`config.mk`:
```
export PLATFORM = sky130hd
export DESIGN_NAME = iter_shifter
export DESIGN_NICKNAME = d
export VERILOG_FILES = /design/src/rtl/shifter_pkg.sv /design/src/rtl/shift_step.sv /design/src/rtl/iter_shifter.sv
export SDC_FILE = /design/constraint.sdc
export NUM_CORES = 1
export LEC_CHECK = 0
export CAP_MARGIN = 15
export CORE_MARGIN = 10
export CORE_UTILIZATION = 37
export CTS_CLUSTER_SIZE = 12
export DETAILED_ROUTE_END_ITERATION = 6
export MAX_ROUTING_LAYER = met4
export SETUP_SLACK_MARGIN = 0.02
export SKIP_LAST_GASP = 1
export SLEW_MARGIN = 20
export SYNTH_ARGS = -nofsm -noshare
export SYNTH_HDL_FRONTEND = slang
export SYNTH_SLANG_ARGS = --single-unit
export TNS_END_PERCENT = 10
```
`constraint.sdc`:
```
create_clock -name clk -period 2.69 [get_ports clk]
set_input_delay 0.4035 -clock clk [delete_from_list [all_inputs] [get_ports clk]]
set_output_delay 0.4035 -clock clk [all_outputs]
set_load 0.02 [all_outputs]
```
`src/rtl/shifter_pkg.sv`:
```
// Shared types for the iterative shifter: operation encoding and FSM states.
// Optional macro ITER_SHIFTER_ROTATE_EN enables the rotate-right operation.
package shifter_pkg;

    typedef enum logic [1:0] {
        SLL = 2'b00,
        SRL = 2'b01,
        SRA = 2'b10,
        ROR = 2'b11
    } shift_mode_t;

    typedef enum logic [1:0] {
        IDLE  = 2'b00,
        SHIFT = 2'b01,
        DONE  = 2'b10
    } shift_state_t;

endpackage

```
`src/rtl/shift_step.sv`:
```
// One combinational step of the iterative shifter: shifts acc by k (0..STEP).
// ITER_SHIFTER_ROTATE_EN builds the rotate arm; without it mode ROR acts as SRL.
module shift_step
    import shifter_pkg::*;
#(
    parameter int WIDTH = 32,
    parameter int STEP  = 4,
    localparam int KW   = $clog2(STEP + 1)
) (
    input  logic [WIDTH-1:0] acc,
    input  logic [KW-1:0]    k,
    input  shift_mode_t      mode,
    output logic [WIDTH-1:0] shifted
);

`ifdef ITER_SHIFTER_ROTATE_EN
    logic [2*WIDTH-1:0] w_rotWide;
    assign w_rotWide = {acc, acc} >> k;
`endif

    // Select the shift flavour; SRA fills from the accumulator MSB, which SRA never changes
    always_comb begin
        shifted = acc >> k;
        case (mode)
            SLL: shifted = acc << k;
            SRL: shifted = acc >> k;
            SRA: shifted = $signed(acc) >>> k;
`ifdef ITER_SHIFTER_ROTATE_EN
            ROR: shifted = w_rotWide[WIDTH-1:0];
`endif
            default: shifted = acc >> k;
        endcase
    end

endmodule

```
`src/rtl/iter_shifter.sv`:
```
// Multi-cycle shifter: applies at most STEP bits of shift per clock behind a
// start/busy/done handshake. Optional macro ITER_SHIFTER_ROTATE_EN adds ROR (mode 11).
module iter_shifter
    import shifter_pkg::*;
#(
    parameter int WIDTH = 32,
    parameter int STEP  = 4,
    localparam int SHW  = $clog2(WIDTH),
    localparam int KW   = $clog2(STEP + 1)
) (
    input  logic             clk,
    input  logic             rst_n,
    input  logic             start,
    input  logic [1:0]       mode,
    input  logic [WIDTH-1:0] data_in,
    input  logic [SHW-1:0]   shamt,
    output logic             busy,
    output logic             done,
    output logic [WIDTH-1:0] result
);

    localparam logic [SHW:0] STEP_EXT = (SHW + 1)'(STEP);

    shift_state_t      r_state;
    shift_state_t      w_nextState;
    logic [WIDTH-1:0]  r_acc;
    logic [SHW-1:0]    r_rem;
    shift_mode_t       r_mode;
    logic [WIDTH-1:0]  r_result;
    logic              w_load;
    logic              w_stepActive;
    logic              w_finish;
    logic [SHW:0]      w_remExt;
    logic [KW-1:0]     w_k;
    logic [WIDTH-1:0]  w_stepped;

    assign w_remExt     = {1'b0, r_rem};
    assign w_k          = (w_remExt > STEP_EXT) ? KW'(STEP) : w_remExt[KW-1:0];
    assign w_stepActive = (r_state == SHIFT) && (r_rem != '0);
    assign w_finish     = (r_state == SHIFT) && (r_rem == '0);
    assign result       = r_result;

    shift_step #(
        .WIDTH (WIDTH),
        .STEP  (STEP)
    ) u_shiftStep (
        .acc     (r_acc),
        .k       (w_k),
        .mode    (r_mode),
        .shifted (w_stepped)
    );

    // State register; reset aborts any operation in flight
    always_ff @(posedge clk or negedge rst_n) begin
        if (!rst_n) begin
            r_state <= IDLE;
        end else begin
            r_state <= w_nextState;
        end
    end

    // Next-state and handshake outputs; start is only honoured in IDLE or DONE
    always_comb begin
        w_nextState = r_state;
        w_load      = 1'b0;
        busy        = 1'b0;
        done        = 1'b0;
        case (r_state)
            IDLE: begin
                if (start) begin
                    w_load      = 1'b1;
                    w_nextState = SHIFT;
                end
            end
            SHIFT: begin
                busy = 1'b1;
                if (r_rem == '0) begin
                    w_nextState = DONE;
                end
            end
            DONE: begin
                done = 1'b1;
                if (start) begin
                    w_load      = 1'b1;
                    w_nextState = SHIFT;
                end else begin
                    w_nextState = IDLE;
                end
            end
            default: w_nextState = IDLE;
        endcase
    end

    // Accumulator and remaining count: capture on accept, then walk down by k per cycle
    always_ff @(posedge clk or negedge rst_n) begin
        if (!rst_n) begin
            r_acc  <= '0;
            r_rem  <= '0;
            r_mode <= SLL;
        end else if (w_load) begin
            r_acc  <= data_in;
            r_rem  <= shamt;
            r_mode <= shift_mode_t'(mode);
        end else if (w_stepActive) begin
            r_acc  <= w_stepped;
            r_rem  <= r_rem - SHW'(w_k);
        end
    end

    // Result register: updated only when the count reaches zero, held otherwise
    always_ff @(posedge clk or negedge rst_n) begin
        if (!rst_n) begin
            r_result <= '0;
        end else if (w_finish) begin
            r_result <= r_acc;
        end
    end

endmodule
```
# Word level (Yosys, flattened, before mapping)
# Index checks and enable logic that the tools add are counted.
[op_classes]
n_addsub = 1
multipliers = 0
div_mod_pow = 0
magnitude_cmp = 1
n_eq_ne = 5
shifts = 3
n_mux = 14
n_bitwise = 0
n_reduce_logical = 9
[op_table]
columns = ["operator", "count"]
rows = [
  ["two-way mux 32 bit", 2],
  ["one-hot mux 32 bit (2 select lines)", 1],
  ["left shift 32 x 3 -> 32 bit", 1],
  ["right shift 32 x 3 -> 32 bit", 1],
  [">>> shifter 32 x 3 -> 32 bit", 1],
  ["two-way mux 5 bit", 2],
  ["one-hot mux 2 bit (3 select lines)", 1],
  ["greater-than comparator 5 x 3 -> 1 bit (second input constant)", 1],
  ["logical NOT 5 bit", 1],
  ["two-way mux 1 bit", 5],
  ["nonzero test 5 bit", 1],
  ["subtractor 5 x 3 -> 5 bit", 1],
  ["== test 2 bit (second input constant)", 2],
  ["logical NOT 2 bit", 2],
  ["two-way mux 2 bit", 2],
  ["two-way mux 3 bit", 1],
  ["== test 2 x 1 -> 1 bit (second input constant)", 1],
  ["logical AND 1 bit", 2],
  ["inequality test 2 x 1 -> 1 bit (second input constant)", 1],
  ["inequality test 2 bit (second input constant)", 1],
  ["AND reduction 2 bit", 1],
  ["nonzero test 2 bit", 1],
  ["OR reduction 2 bit", 1],
]
[word_totals]
regBits = 73
latch_bits = 0
ramBits = 0
rom_bits = 0
in_bits = 42
out_inout_bits = 34
elab_cells = 38
mem_count = 0

# Longest topological paths before layout
[depth]
ltp_word = 6
depth_mapped = 10
mapped_depth_nobuf = 7

# Modules after synthesis
# Synthesis repeated with hierarchy kept, for this count alone.
[unflattened]
cells_unflattened = 581
area_unflattened_um2 = 5502.8
[by_module_without_submodules]
columns = ["module", "instances", "cells_each", "area_each_um2", "seq_area_each_um2"]
rows = [
  ["iter_shifter", 1, 297, 3414.5, 1826.8],
  ["shift_step", 1, 284, 2088.3, 0.0],
]

# Worst setup path after synthesis
# No wires, ideal clock.
[synth_path]
path_kind = "reg-to-reg"
from = "register r_rem[1]"
to = "register r_rem[2]"
setup_time_ns = 0.083
arrival_time_ns = 2.258
required_time_ns = 2.607
setup_slack_ns = 0.349
stages_incl_launch_ff = 10
n_path_buf = 4
period_less_slack_ns = 2.341
cell_sequence = "dfrtp_1 buf_2 buf_1 clkbuf_1 buf_1 nand2_1 ha_1 a2111oi_0 a21oi_1 o21ai_0"
[synth_via]
elab_chain_len = 5
elab_cells_between_ends = 8
classes_between = "add/sub (1); order compare (1); mux (3); reduce/logical (3)"
[synth_rtl]
columns = ["element", "line_no", "source"]
rows = [
  ["start: declaration", "iter_shifter.sv:27", "logic [SHW-1:0] r_rem;"],
  ["start signal: assignment", "iter_shifter.sv:102", "r_rem <= shamt;"],
  ["start signal: assignment", "iter_shifter.sv:106", "r_rem <= r_rem - SHW'(w_k);"],
  ["greater-than comparator 5 x 3 -> 1 bit", "iter_shifter.sv:38", "assign w_k = (w_remExt > STEP_EXT) ? KW'(STEP) : w_remExt[KW-1:0];"],
  ["two-way mux 3 bit", "iter_shifter.sv:38", ""],
  ["subtractor 5 x 3 -> 5 bit", "iter_shifter.sv:106", ""],
  ["two-way mux 5 bit", "iter_shifter.sv:104", "end else if (w_stepActive) begin"],
  ["two-way mux 5 bit", "iter_shifter.sv:100", "end else if (w_load) begin"],
]
# Parallel ways exist; a longest one is shown, timed or not. The select of a mux whose other input is x is not followed.
# A chain may end at the register's enable or synchronous reset.

# Final worst setup path
[layout_path]
from = "register r_state[1]"
to = "output busy"
[layout_via]
elab_chain_len = 2
[layout_rtl]
columns = ["element", "line_no", "source"]
rows = [
  ["start: declaration", "iter_shifter.sv:24", "shift_state_t r_state;"],
  ["start signal: assignment", "iter_shifter.sv:58", "r_state <= w_nextState;"],
  ["== test 2 x 1 -> 1 bit", "iter_shifter.sv:68", "case (r_state)"],
  ["two-way mux 1 bit", "iter_shifter.sv:68", ""],
  ["end: declaration", "iter_shifter.sv:17", "output logic busy,"],
]
# Every way passes these cells.

==> results summary <==
At the worst endpoint, the arrival time is 2030 ps. The total standard cell area after synthesis came out at 5366 um^2. For this run, design rule violations remaining after detail routing come to 0. Once the floorplan was initialized, standard cells occupied 38.22% of the core.

The Yosys warning count came out at 0. The overall die area came out at 19720 um^2. The post-CTS resize count came out at 0. Relative to the synthesized area, the layout overhead comes to 24.55%.

The post-placement cell area came out at 6377 um^2. Setup total negative slack on the finished layout was measured at 0 ps. The routed length per placed instance is 22.82 um. The worst hold path belongs to the class in2async. The via count of the first global-routing pass is 5287. The number of cells traversed by the worst register-to-register path is 5.

The number of nets produced by synthesis is 652. The signal on the critical path passes through nand2b_1, inv_1, clkdlybuf4s50_1. STA classifies the critical path startpoint as a flop.

After routing the design area is 6684 um^2. The most used standard cell by instance count after synthesis is sky130_fd_sc_hd__nand2_1. The max-cap violation count is 0. STA classifies the critical path endpoint as an output pin. The height of the die is 140.4 um. The total inserted antenna cells is 0. The final-stage net count came out at 700.

After layout, the minimum clock period comes to 2435 ps. In the synthesized netlist the dominant register cell turns out to be sky130_fd_sc_hd__dfrtp_1. In this run the static leakage power is 0.002607 uW.

The flow ran to the end, and the final reports show no timing, DRC or antenna violations. The total length of routed wires came out at 19220 um. The post-synthesis sequential area ratio is 34.04%.

TritonCTS built the clock tree. On the worst path, the slowest cell contributes a delay of 670 ps. The average instance in the mapped netlist occupies 8.812 um^2. The iteration count of the initial detailed-routing pass came out at 5. Post-CTS timing repair inserted 0 buffers for setup. In this run, synthesis inferred 0 flip-flops with an integrated enable. The cell count after synthesis came out at 609. Setup repair after global routing left no endpoint under its margin. The via count of the routed design is 5218. The remaining antenna violation count came out at 0. The largest net degree at the start of global routing came out at 44. The global-route wire length before repair came out at 29990 um. The final core utilization came out at 47.60%.

Sorting the synthesized cells by area gives the leading types as sky130_fd_sc_hd__dfrtp_1 (34%), sky130_fd_sc_hd__mux2_2 (7.8%), sky130_fd_sc_hd__mux4_2 (7.6%). The critical path start-end classification is reg2out. The worst path uses 90.51% of the clock period. The post-route clock skew came out at 10.14 ps. The slowest stage cell on the critical path is sky130_fd_sc_hd__clkdlybuf4s50_1. The worst-path maximum fanout is 6.

The maximum ir drop on the vdd rail came out at 0.5896 mV. Cells with a size suffix above 1 make up 19.34% of the layout. The slew at the pin closest to its max-slew limit came out at 773.9 ps. The placeable core region is 14040 um^2. Across every metal layer, demand over resource in global routing totals 19.41%. The initial antenna violation count was 0. The count of pins over their slew limit came to 0. The x dimension of the die is 140.4 um. For the worst setup path, the data required time is 2290 ps.

The cell row count came out at 43. For this run the aggregate overflow at the end of global routing stands at 0. The number of clock sinks seen by CTS came out at 73. Setup violations remaining at the end of the flow were counted as 0.

The total CTS buffers came out at 9. The number of synthesized register bits is 73. The number of top-level design ports is 76. Of all cell types, the one taking the most synthesized area is sky130_fd_sc_hd__dfrtp_1. In this run the clock root is driven by a sky130_fd_sc_hd__clkbuf_16. The top cell type by area accounts for 34.04% of the synthesized area. The count of cell types in the netlist is 63. The detailed router finished its first iteration with 553 violations. The clock slew seen by the registers of the worst setup and hold paths is 60 ps.

The maximum clock path buffer count came out at 2. In this run the power density over the cells is 1484 nW/um^2. The last weighted congestion value of the routability-driven placer came out at 0.9316.

The total number of H-tree levels is 3. The sum of internal, switching and leakage power is 9922 uW. For this design, the CTS-stage hold fixing added 0 buffers. For this run, the top clock speed supported by timing is 410.7 MHz.

The sum of net half-perimeters after detailed placement is 13200 um. Ranked by instance count, the synthesized netlist is headed by sky130_fd_sc_hd__nand2_1 (96), sky130_fd_sc_hd__dfrtp_1 (73), sky130_fd_sc_hd__clkbuf_1 (53). The final number of hold-violating endpoints came out at 0. The relative slew slack came out at 48.40%.

Dividing the detail-routed via count by the number of cells gives 6.197. The later pin in the worst-skew pair is clocked with a latency of 350 ps. The fraction of registers with async set/reset is 100.0%. Input and output buffers added on the ports amount to 75.
-- final timing paths --
path                       startpoint         to  slack [ps]
setup / recovery           r_state[1]       busy         260
hold / removal                  rst_n   r_acc[2]          60
setup reg to reg             r_rem[3]  r_acc[14]         260
hold reg to reg             result[0]  result[0]         500
max in group asynchronous       rst_n   r_rem[3]        2050
min in group clk            result[0]  result[0]         500
-- worst max-delay path, delay by kind of cell (launching register included) --
kind	cells	cell delay [ps]
AND/OR/NAND/NOR	1	320
flip-flops	1	360
buffers and inverters	2	1000
-- state kept, by name, indices dropped and copies added (netlist names) --
signal,flops
r_acc,32
result,32
r_rem,5
r_mode,2
r_state,2
-- stage by stage --
step | setup WS [ps] | hold slack, ps | cells
floorplan | 349.1 | 107.9 | 609
global route | 127.7 | 102.7 | 842
CTS | 256.6 | 81.12 | 842
global placement | 366.7 | 451.8 | 826
finish | 255.2 | 59.31 | 842
detailed placement | 287.8 | 458.4 | 826
-- kinds of logic (layout without fill, tap and decap cells) --
kind of cell,count (synthesis),after routing,synth area share [%]
compound gates,170,170,21.33
fa+ha+maj,1,1,0.2331
buf+inv,83,136,6.645
flops,73,73,34.04
mux,81,81,20.17
other cells,1,1,0.06988
simple gates,200,200,17.51
-- cell type report --
type,instances,area [um^2]
Clock buffer,11,252.7
Fill cell,1342,7358
Sequential cell,73,1828
Inverter,4,15.01
Tap cell,180,225.2
Multi-Input combinational cell,453,3203
Clock inverter,5,53.80
Timing Repair Buffer,116,1106
-- cells in the final DEF (no fill, tap or decap), types with 10 or more instances in the layout --
cell | synthesis | final
sky130_fd_sc_hd__clkdlybuf4s50_1 | 0 | 74
sky130_fd_sc_hd__nor2_1 | 33 | 32
sky130_fd_sc_hd__mux2i_1 | 26 | 26
sky130_fd_sc_hd__dfrtp_1 | 73 | 72
sky130_fd_sc_hd__mux4_2 | 18 | 18
sky130_fd_sc_hd__nor3_1 | 14 | 13
sky130_fd_sc_hd__a21oi_1 | 37 | 36
sky130_fd_sc_hd__o211ai_1 | 11 | 11
sky130_fd_sc_hd__nand2_1 | 96 | 96
sky130_fd_sc_hd__mux2_2 | 37 | 37
sky130_fd_sc_hd__o21ai_0 | 32 | 32
sky130_fd_sc_hd__a22oi_1 | 10 | 10
sky130_fd_sc_hd__a31oi_1 | 12 | 12
sky130_fd_sc_hd__nand3_1 | 19 | 19
sky130_fd_sc_hd__a211oi_1 | 11 | 11
sky130_fd_sc_hd__buf_4 | 2 | 38
-- report_power, final --
part | switching (uW) | internal (uW)
Clock | 484 | 765
Sequential | 1000 | 1660
Combinational | 3270 | 2740
Total | 4760 | 5160
-- per-layer routing --
layer | GRT usage [%] | part of all wire, % | vias to the layer above
li1 | - | - | 2365
met1 | 24.00 | 43 | 2597
met2 | 30.34 | 48 | 224
met3 | 4.801 | 7.1 | 32
met4 | 6.413 | 2.0 | 0
met5 | - | 0 | -
Power figures use the tool's default switching activity.
==> RTL change: new RTL, same flow settings <==
`WIDTH` is set to 32 in 2 places; all go to 128.
--- a/src/rtl/shift_step.sv
+++ b/src/rtl/shift_step.sv
@@ -4,5 +4,5 @@
     import shifter_pkg::*;
 #(
-    parameter int WIDTH = 32,
+    parameter int WIDTH = 128,
     parameter int STEP  = 4,
     localparam int KW   = $clog2(STEP + 1)
--- a/src/rtl/iter_shifter.sv
+++ b/src/rtl/iter_shifter.sv
@@ -4,5 +4,5 @@
     import shifter_pkg::*;
 #(
-    parameter int WIDTH = 32,
+    parameter int WIDTH = 128,
     parameter int STEP  = 4,
     localparam int SHW  = $clog2(WIDTH),
Interface: changed (resized data_in, result and shamt); port bits go from 76 to 270. The function was not compared with the original's and may differ.
==> RTL change against the unedited design <==
- area after synthesis increased to 3.9 times the old value
- design area increased to 3.9 times the old value
- worst setup slack got worse by 0.19 ns
- total power increased to 3.9 times the old value
- critical path type unchanged
- register-to-register slack got worse by 0.15 ns
- fmax decreased by 7.4%
- sequential cell count increased by 194
- routed wire length increased to 5.3 times the old value
==> RTL change: results (changes against the unedited design) <==
status=completed; WL/cell=27.7 um (+21%); dpl ws=0.102 ns (-0.186 ns); vias in the first global route=23100 (+340%); Pleak=11.0 nW (+320%); total CTS buffers=35 (+26); PortBufs=269 (+260%); fraction of the mapped netlist area in adder cells=0.00118 (-0.00115); first-pass GRT wire length=153 mm (+410%); mux contribution to synthesized area=0.114 (-0.0877); Post-Synth XOR/XNOR Area=0.000829 (+0.000829); drt pass-1 iters=7 (+2); CP max stage delay=0.56 ns (-0.11 ns); Clock Latency Late Sink=0.58 ns (+0.23 ns); total number of vias=23500 (+350%); synth cell count leaders=738 x nand2_1, 267 x dfrtp_1, 193 x clkbuf_1, 180 x a21oi_1, 140 x nor2_1; hpwl dp=67.8 mm (+410%); register area share after synthesis=0.316 (-0.0241); pin count of the biggest net entering global routing=101 (+130%); Compound-Gate Fraction of Synth Area=0.259 (+0.0458); number of distinct library cells after synthesis=89 (+41%); final instance area=0.0262 sq mm (+290%); Max IR drop VDD=0.912 mV (+55%); RePlAce Congestion=0.950 (+2.0%); Cells after Synth=2754 (+350%); fin nets=3016 (+330%); crit path DAT=2.23 ns (+0.20 ns); fillcell total=5573 (+320%); # placed instances=3592 (+330%); Max transition margin=0.303 (-0.181); Post-Syn Nets=2896 (+340%); Layout Skew=0.0312 ns (+0.0211 ns); fin cells=3652 (+330%)
==> RTL change: cell types whose count changed in the layout (fill, tap and decap cells not counted), sizes merged, moves of 110 or more <==
| cell | before | now |
|---|---|---|
| a21oi | 37 | 180 |
| buf | 42 | 173 |
| clkdlybuf4s50 | 74 | 268 |
| dfrtp | 73 | 267 |
| nand2 | 96 | 740 |
| nor2 | 33 | 143 |
==> RTL change: routing by layer <==
metal,part of all wire,track usage
met1,0.40,0.378
met2,0.47,0.466
met3,0.094,0.0614
met4,0.042,0.125
met5,0,-
==> RTL change: worst paths after layout <==
kind / to / from / cells past startpoint / slack [ns]
hold reg to reg: result[115]$_DFFE_PN0P_ / result[115]$_DFFE_PN0P_ / 2 / 0.47
setup reg to reg: r_acc[100]$_DFFE_PN0P_ / r_rem[0]$_DFFE_PN0P_ / 8 / 0.11
setup / recovery: busy / r_state[0]$_DFFE_PN0P_ / 4 / 0.06
max in group asynchronous: r_acc[56]$_DFFE_PN0P_ / rst_n / 3 / 1.53
hold / removal: result[86]$_DFFE_PN0P_ / rst_n / 2 / 0.38
min in group clk: r_mode[0]$_DFFE_PN0P_ / mode[0] / 3 / 0.38
==> RTL change: report_power, final <==
part | switching, mW | internal, mW
Sequential | 4.00 | 5.94
Clock | 2.01 | 2.93
Combinational | 13.9 | 9.97
Total | 19.9 | 18.8
==> RTL change: final cells by class <==
| class | instances | area (sq um) | area share |
|---|---|---|---|
| multi-input combinational | 2111 | 12800 | 0.489 |
| sequential | 267 | 6690 | 0.256 |
| timing repair buffer | 442 | 4510 | 0.172 |
| clock buffer | 48 | 1020 | 0.0388 |
| tap | 756 | 946 | 0.0361 |
| clock inverter | 11 | 144 | 0.00549 |
| inverter | 17 | 66.3 | 0.00253 |
==> RTL change: cells by family (layout without fill, tap and decap cells) <==
family / after synthesis / in the layout
AOI/OAI and AO/OA: 805 / 805
xor gates and xnor gates: 2 / 2
adders and majority gates: 2 / 2
buffers and inverters: 376 / 518
DFF: 267 / 267
muxes: 167 / 167
other: 2 / 2
and+or+nand+nor: 1133 / 1133
==> RTL change: repair_timing <==
item	in CTS	in global routing
hold endpoints to repair	55	0
hold buffers	1	0
gates resized for setup	1	2
setup endpoints to repair	1	2
==> RTL change: worst reg2reg max path, delay by kind of cell (launching register included) <==
kind | cells | cell delay [ns]
muxes | 1 | 0.29
DFF | 1 | 0.48
AOI/OAI and AO/OA | 4 | 0.95
buffers and inverters | 2 | 0.64
and+or+nand+nor | 1 | 0.09
